### src/rtl/rv32_wb_pkg.sv
// Shared writeback encodings for the RV32I pipeline: result-select and load funct3 codes.
package rv32_wb_pkg;

    localparam int XLEN   = 32;
    localparam int REG_AW = 5;

    typedef enum logic [2:0] {
        WB_ALU  = 3'b000,
        WB_LOAD = 3'b001,
        WB_PC4  = 3'b010,
        WB_IMM  = 3'b011
    } wbSel_e;

    localparam logic [2:0] F3_LB  = 3'b000;
    localparam logic [2:0] F3_LH  = 3'b001;
    localparam logic [2:0] F3_LW  = 3'b010;
    localparam logic [2:0] F3_LBU = 3'b100;
    localparam logic [2:0] F3_LHU = 3'b101;

endpackage

### src/rtl/wb_regfile_load_formatter.sv
// Combinational load-data aligner: picks the byte/half lane and sign- or zero-extends it.
module load_formatter
    import rv32_wb_pkg::*;
(
    input  logic [XLEN-1:0] readData,
    input  logic [1:0]      addr,
    input  logic [2:0]      funct3,
    output logic [XLEN-1:0] loadData
);

    logic [7:0]  byteV;
    logic [15:0] halfV;

    always_comb begin
        case (addr)
            2'd0:    byteV = readData[7:0];
            2'd1:    byteV = readData[15:8];
            2'd2:    byteV = readData[23:16];
            default: byteV = readData[31:24];
        endcase
        halfV = addr[1] ? readData[31:16] : readData[15:0];
    end

    always_comb begin
        case (funct3)
            F3_LB:   loadData = {{24{byteV[7]}}, byteV};
            F3_LH:   loadData = {{16{halfV[15]}}, halfV};
            F3_LW:   loadData = readData;
            F3_LBU:  loadData = {24'h0, byteV};
            F3_LHU:  loadData = {16'h0, halfV};
            default: loadData = readData;
        endcase
    end

endmodule

### src/rtl/wb_regfile.sv
// Writeback stage and integer register file with retired-instruction counter.
// Define WB_REGFILE_BYPASS_EN for same-cycle write-through on the read ports.
module wb_regfile #(
    parameter int XLEN  = 32,
    parameter int NREGS = 32,
    parameter int CNT_W = 64
) (
    input  logic                          clk,
    input  logic                          reset,
    input  logic                          ValidW,
    input  logic                          RegWriteW,
    input  logic [2:0]                    WriteBackW,
    input  logic [2:0]                    Funct3W,
    input  logic [XLEN-1:0]               ALUResultW,
    input  logic [XLEN-1:0]               ReadDataW,
    input  logic [XLEN-1:0]               PCPlus4W,
    input  logic [XLEN-1:0]               ImmExtW,
    input  logic [rv32_wb_pkg::REG_AW-1:0] RdW,
    input  logic [rv32_wb_pkg::REG_AW-1:0] Rs1D,
    input  logic [rv32_wb_pkg::REG_AW-1:0] Rs2D,
    output logic [XLEN-1:0]               RD1D,
    output logic [XLEN-1:0]               RD2D,
    output logic [XLEN-1:0]               ResultW,
    output logic [CNT_W-1:0]              InstRetW
);
    import rv32_wb_pkg::*;

    logic [XLEN-1:0]  regs [NREGS];
    logic [XLEN-1:0]  loadW;
    logic [CNT_W-1:0] instRet;
    logic             wrEn;

    load_formatter uFmt (
        .readData (ReadDataW),
        .addr     (ALUResultW[1:0]),
        .funct3   (Funct3W),
        .loadData (loadW)
    );

    always_comb begin
        case (WriteBackW)
            WB_ALU:  ResultW = ALUResultW;
            WB_LOAD: ResultW = loadW;
            WB_PC4:  ResultW = PCPlus4W;
            WB_IMM:  ResultW = ImmExtW;
            default: ResultW = ALUResultW;
        endcase
    end

    assign wrEn = RegWriteW && ValidW && (RdW != '0);

    always_ff @(posedge clk or negedge reset) begin
        if (!reset) begin
            for (int i = 0; i < NREGS; i++) regs[i] <= '0;
            instRet <= '0;
        end else begin
            if (wrEn) regs[RdW] <= ResultW;
            if (ValidW) instRet <= instRet + CNT_W'(1);
        end
    end

    // x0 reads as zero regardless of array contents
    always_comb begin
        RD1D = (Rs1D == '0) ? '0 : regs[Rs1D];
        RD2D = (Rs2D == '0) ? '0 : regs[Rs2D];
`ifdef WB_REGFILE_BYPASS_EN
        if (wrEn && (Rs1D == RdW)) RD1D = ResultW;
        if (wrEn && (Rs2D == RdW)) RD2D = ResultW;
`endif
    end

    assign InstRetW = instRet;

endmodule

### config.mk
export PLATFORM = sky130hd
export DESIGN_NAME = wb_regfile
export DESIGN_NICKNAME = d
export VERILOG_FILES = /design/src/rtl/rv32_wb_pkg.sv /design/src/rtl/wb_regfile_load_formatter.sv /design/src/rtl/wb_regfile.sv
export SDC_FILE = /design/constraint.sdc
export NUM_CORES = 2
export LEC_CHECK = 0
export CAP_MARGIN = 20
export CELL_PAD_IN_SITES_DETAIL_PLACEMENT = 1
export CELL_PAD_IN_SITES_GLOBAL_PLACEMENT = 1
export CORE_ASPECT_RATIO = 0.8
export CORE_UTILIZATION = 44
export CTS_CLUSTER_DIAMETER = 30
export CTS_CLUSTER_SIZE = 40
export DETAILED_ROUTE_END_ITERATION = 10
export GPL_TIMING_DRIVEN = 0
export MAX_ROUTING_LAYER = met4
export PLACE_DENSITY_LB_ADDON = 0.15
export SLEW_MARGIN = 20
export SYNTH_ARGS = -nofsm -noshare
export SYNTH_HDL_FRONTEND = slang
export SYNTH_SLANG_ARGS = --single-unit
### constraint.sdc
create_clock -name clk -period 2.25 [get_ports clk]
set_clock_uncertainty 0.05 [all_clocks]
set_input_delay 0.3375 -clock clk [delete_from_list [all_inputs] [get_ports clk]]
set_output_delay 0.3375 -clock clk [all_outputs]
set_load 0.05 [all_outputs]
==> flow_metrics.env <==
export IMPL_critPathLaunchType="input port"
export IMPL_first_pass_iters=9
export IMPL_fp_dieArea_mm2=0.130
export IMPL_core_area_mm2=0.127
export IMPL_comb_power_share_pct=21.8
export IMPL_tritoncts_num_sinks=1088
export IMPL_syn_avg_cell_area_um2=10.7
export IMPL_die_h_um=322
export IMPL_ir_drop_mv=0.742
export IMPL_vias=53700
export IMPL_sw_frac_of_total_pct=31.0
export IMPL_first_global_vias=55400
export IMPL_hp_class="input port to flip-flop"
export IMPL_drive_gt1_share_pct=33.1
export IMPL_p_int_mw=55.6
export IMPL_wl_mm=282
export IMPL_drt_iter0_drc=6534
export IMPL_synthTopCellsByArea="dfrtp_1 48%, mux4_2 17%, a21oi_1 7.7%, nor2_1 5.5%, clkbuf_1 2.5%"
export IMPL_setup_viol=257
export IMPL_layout_commonest_cell="dfrtp_1"
export IMPL_seq_power_share_pct=32.3
export IMPL_async_flop_share_pct=100
export IMPL_antenna_found_initial=12
export IMPL_multi_input_area_mm2=0.0296
export IMPL_chipWidth_um=402
export IMPL_power_share_clock_pct=46.0
export IMPL_grt_overflow=0
export IMPL_layout_nets=6205
export IMPL_cap_violations=0
export IMPL_synth_seq_cells=1088
export IMPL_status="finished, violations left"
export IMPL_start_util_pct=44.3
export IMPL_hold_violations=0
export IMPL_synth_ff_type="dfrtp_1"
export IMPL_crit_path_max_fanout=10
export IMPL_synth_edf_count=0
export IMPL_crit_path_start="Rs2D[1]"
export IMPL_boundaryPins=313
export IMPL_final_cell_mix="1082 x dfrtp_1, 799 x nor2_1, 795 x a21oi_1"
export IMPL_slew_headroom_pct=39.9
export IMPL_synth_largest_area_cell="dfrtp_1"
export IMPL_cts_tree="done"
export IMPL_seq_area_mm2=0.0272
export IMPL_crit_type="input port to output port"
export IMPL_critical_path_arrival_ns=2.68
export IMPL_tns_ns=-63.01
export IMPL_setup_slack_ns=-0.815
export IMPL_wl_per_cell_um=35.6
export IMPL_grt_max_degree=143
export IMPL_total_leakage_power_nw=33.2
export IMPL_gp_congestion=1.01
export IMPL_syn_cell_area_mm2=0.0564
export IMPL_cts_root_buf="clkbuf_16"
export IMPL_ys_types=52
export IMPL_powerDensity_mw_per_mm2=1040
export IMPL_cts_buffers=235
export IMPL_synthCells=5286
export IMPL_track_usage_pct=43.8
export IMPL_reg2reg_from="InstRetW[23]$_DFFE_PN0P_"
export IMPL_synth_warnings=0
export IMPL_fill_cells=12900
export IMPL_maxSlewViolCount=0
export IMPL_port_buffers=305
export IMPL_synth_top_cell_area_share_pct=48.3
export IMPL_syn2layout_area_growth_pct=37.0
export IMPL_insertion_delay_ns=0.85
export IMPL_worst_pin_slew_ns=0.901
export IMPL_fp_row_count=117
export IMPL_path_clk_slew_ns=0.05
export IMPL_power_switching_mw=25.0
export IMPL_violations="setup timing"
export IMPL_ant_nets=0
export IMPL_cts_htree_levels=4
export IMPL_critPathCaptureType="output port"
export IMPL_period_needed_ns=3.07
export IMPL_vias_per_cell=6.77
export IMPL_max_freq_mhz=326
export IMPL_grt_first_pass_wirelength_mm=394
export IMPL_grt_setup_unrepaired="yes"
export IMPL_cts_buffer_depth=3
export IMPL_min_from="ValidW"
export IMPL_whs_ns=0.0598
export IMPL_worstPathRequired_ns=1.86
export IMPL_drc=0
export IMPL_dpl_hpwl_mm=190
export IMPL_synth_fp_nets=5440
export IMPL_fin_crit_sh_pct=136
export IMPL_seq_area_frac_synth_pct=48.3
-- Yosys cell counts, drive strengths merged (32+ instances only) --
library cell / n
inv: 72
dfrtp: 1088
a211oi: 33
a22oi: 137
mux2i: 134
nand3: 37
nor2: 824
clkbuf: 375
a221oi: 32
a21oi: 864
nand2: 318
buf: 179
o21ai: 260
xnor2: 43
o22ai: 71
mux2: 71
mux4: 417
nor2b: 50
-- metrics by stage --
step / cells / util (%) / worst slack (ns) / instance area [um^2] / power (mW)
final: 7935 / 60.8 / -0.815 / 77300 / 80.6
after global routing: 7934 / 60.8 / -0.793 / 77300 / 82.4
after CTS: 7886 / 60.2 / -0.760 / 76600 / 79.4
after detailed placement: 7268 / 49.8 / -3.34 / 63400 / 40.5
after global placement: 7257 / 49.6 / -54.72 / 63100 / 39.6
after floorplan: 5286 / - / -0.171 / 57900 / 34.8
-- path summary, 6_finish.rpt --
path                                            end  slack [ns]  depth (start not counted)
setup reg to reg           InstRetW[58]$_DFFE_PN0P_        0.16                          5
hold reg to reg              regs[1015]$_DFFE_PN0P_        0.40                          1
setup / recovery                           RD2D[10]       -0.82                          8
max in group asynchronous     regs[508]$_DFFE_PN0P_        0.21                          5
min in group asynchronous     regs[718]$_DFFE_PN0P_        0.51                          3
hold / removal              InstRetW[5]$_DFFE_PN0P_        0.06                          4
-- registers in the layout, indices dropped and copies added, names as in the netlist --
name and count:
InstRetW 64, regs 1024
-- cells by family after synthesis --
group / Yosys count / share of synthesized area (%)
flops: 1088 / 48.3
xor+xnor: 63 / 0.978
buf+inv: 626 / 4.54
compound gates: 1535 / 15.6
simple gates: 1351 / 10.2
mux: 622 / 20.4
fa+ha+maj: 1 / 0.0222
-- routing by layer --
layer	vias up	global-route usage [%]	wire length (um)
li1	20900	-	-
met1	28300	55.1	106000
met2	3554	62.1	123000
met3	992	12.8	31200
met4	0	27.6	22000
met5	-	-	0
-- cell type report --
cell class | count | area share [%]
diodes | 15 | 0.0486
well taps | 1666 | 2.70
multi-input cells | 3572 | 38.3
repair buffers | 566 | 7.77
clock inverters | 142 | 2.55
inverters | 72 | 0.505
clock buffers | 298 | 8.37
plain buffers | 516 | 4.54
flip-flops and latches | 1088 | 35.2
-- critical path, cell delays in order --
cell     delay [ns]
buf_2          0.24
buf_8          0.27
buf_8          0.29
buf_6          0.27
mux4_2         0.35
a22oi_1        0.45
a31oi_4        0.21
buf_6          0.23
-- power groups by stage --
stage / clock network, mW / registers [mW] / logic (mW)
finish: 37.0 / 26.0 / 17.5
global route: 37.9 / 26.3 / 18.2
CTS: 36.9 / 25.8 / 16.7
detailed placement: 0 / 26.0 / 14.5
global placement: 0 / 25.9 / 13.7
floorplan: 0 / 25.2 / 9.66
-- what timing repair did --
| action | 4_1_cts | 5_1_grt |
|---|---|---|
| hold endpoints to repair | 433 | 0 |
| gates resized for setup | 1615 | 218 |
| setup buffers | 186 | 53 |
| gates cloned | 3 | 7 |
| pin swaps | 129 | 69 |
| hold buffers | 5 | 0 |
| setup endpoints to repair | 1182 | 1200 |
(Power assumes the default switching activity.)
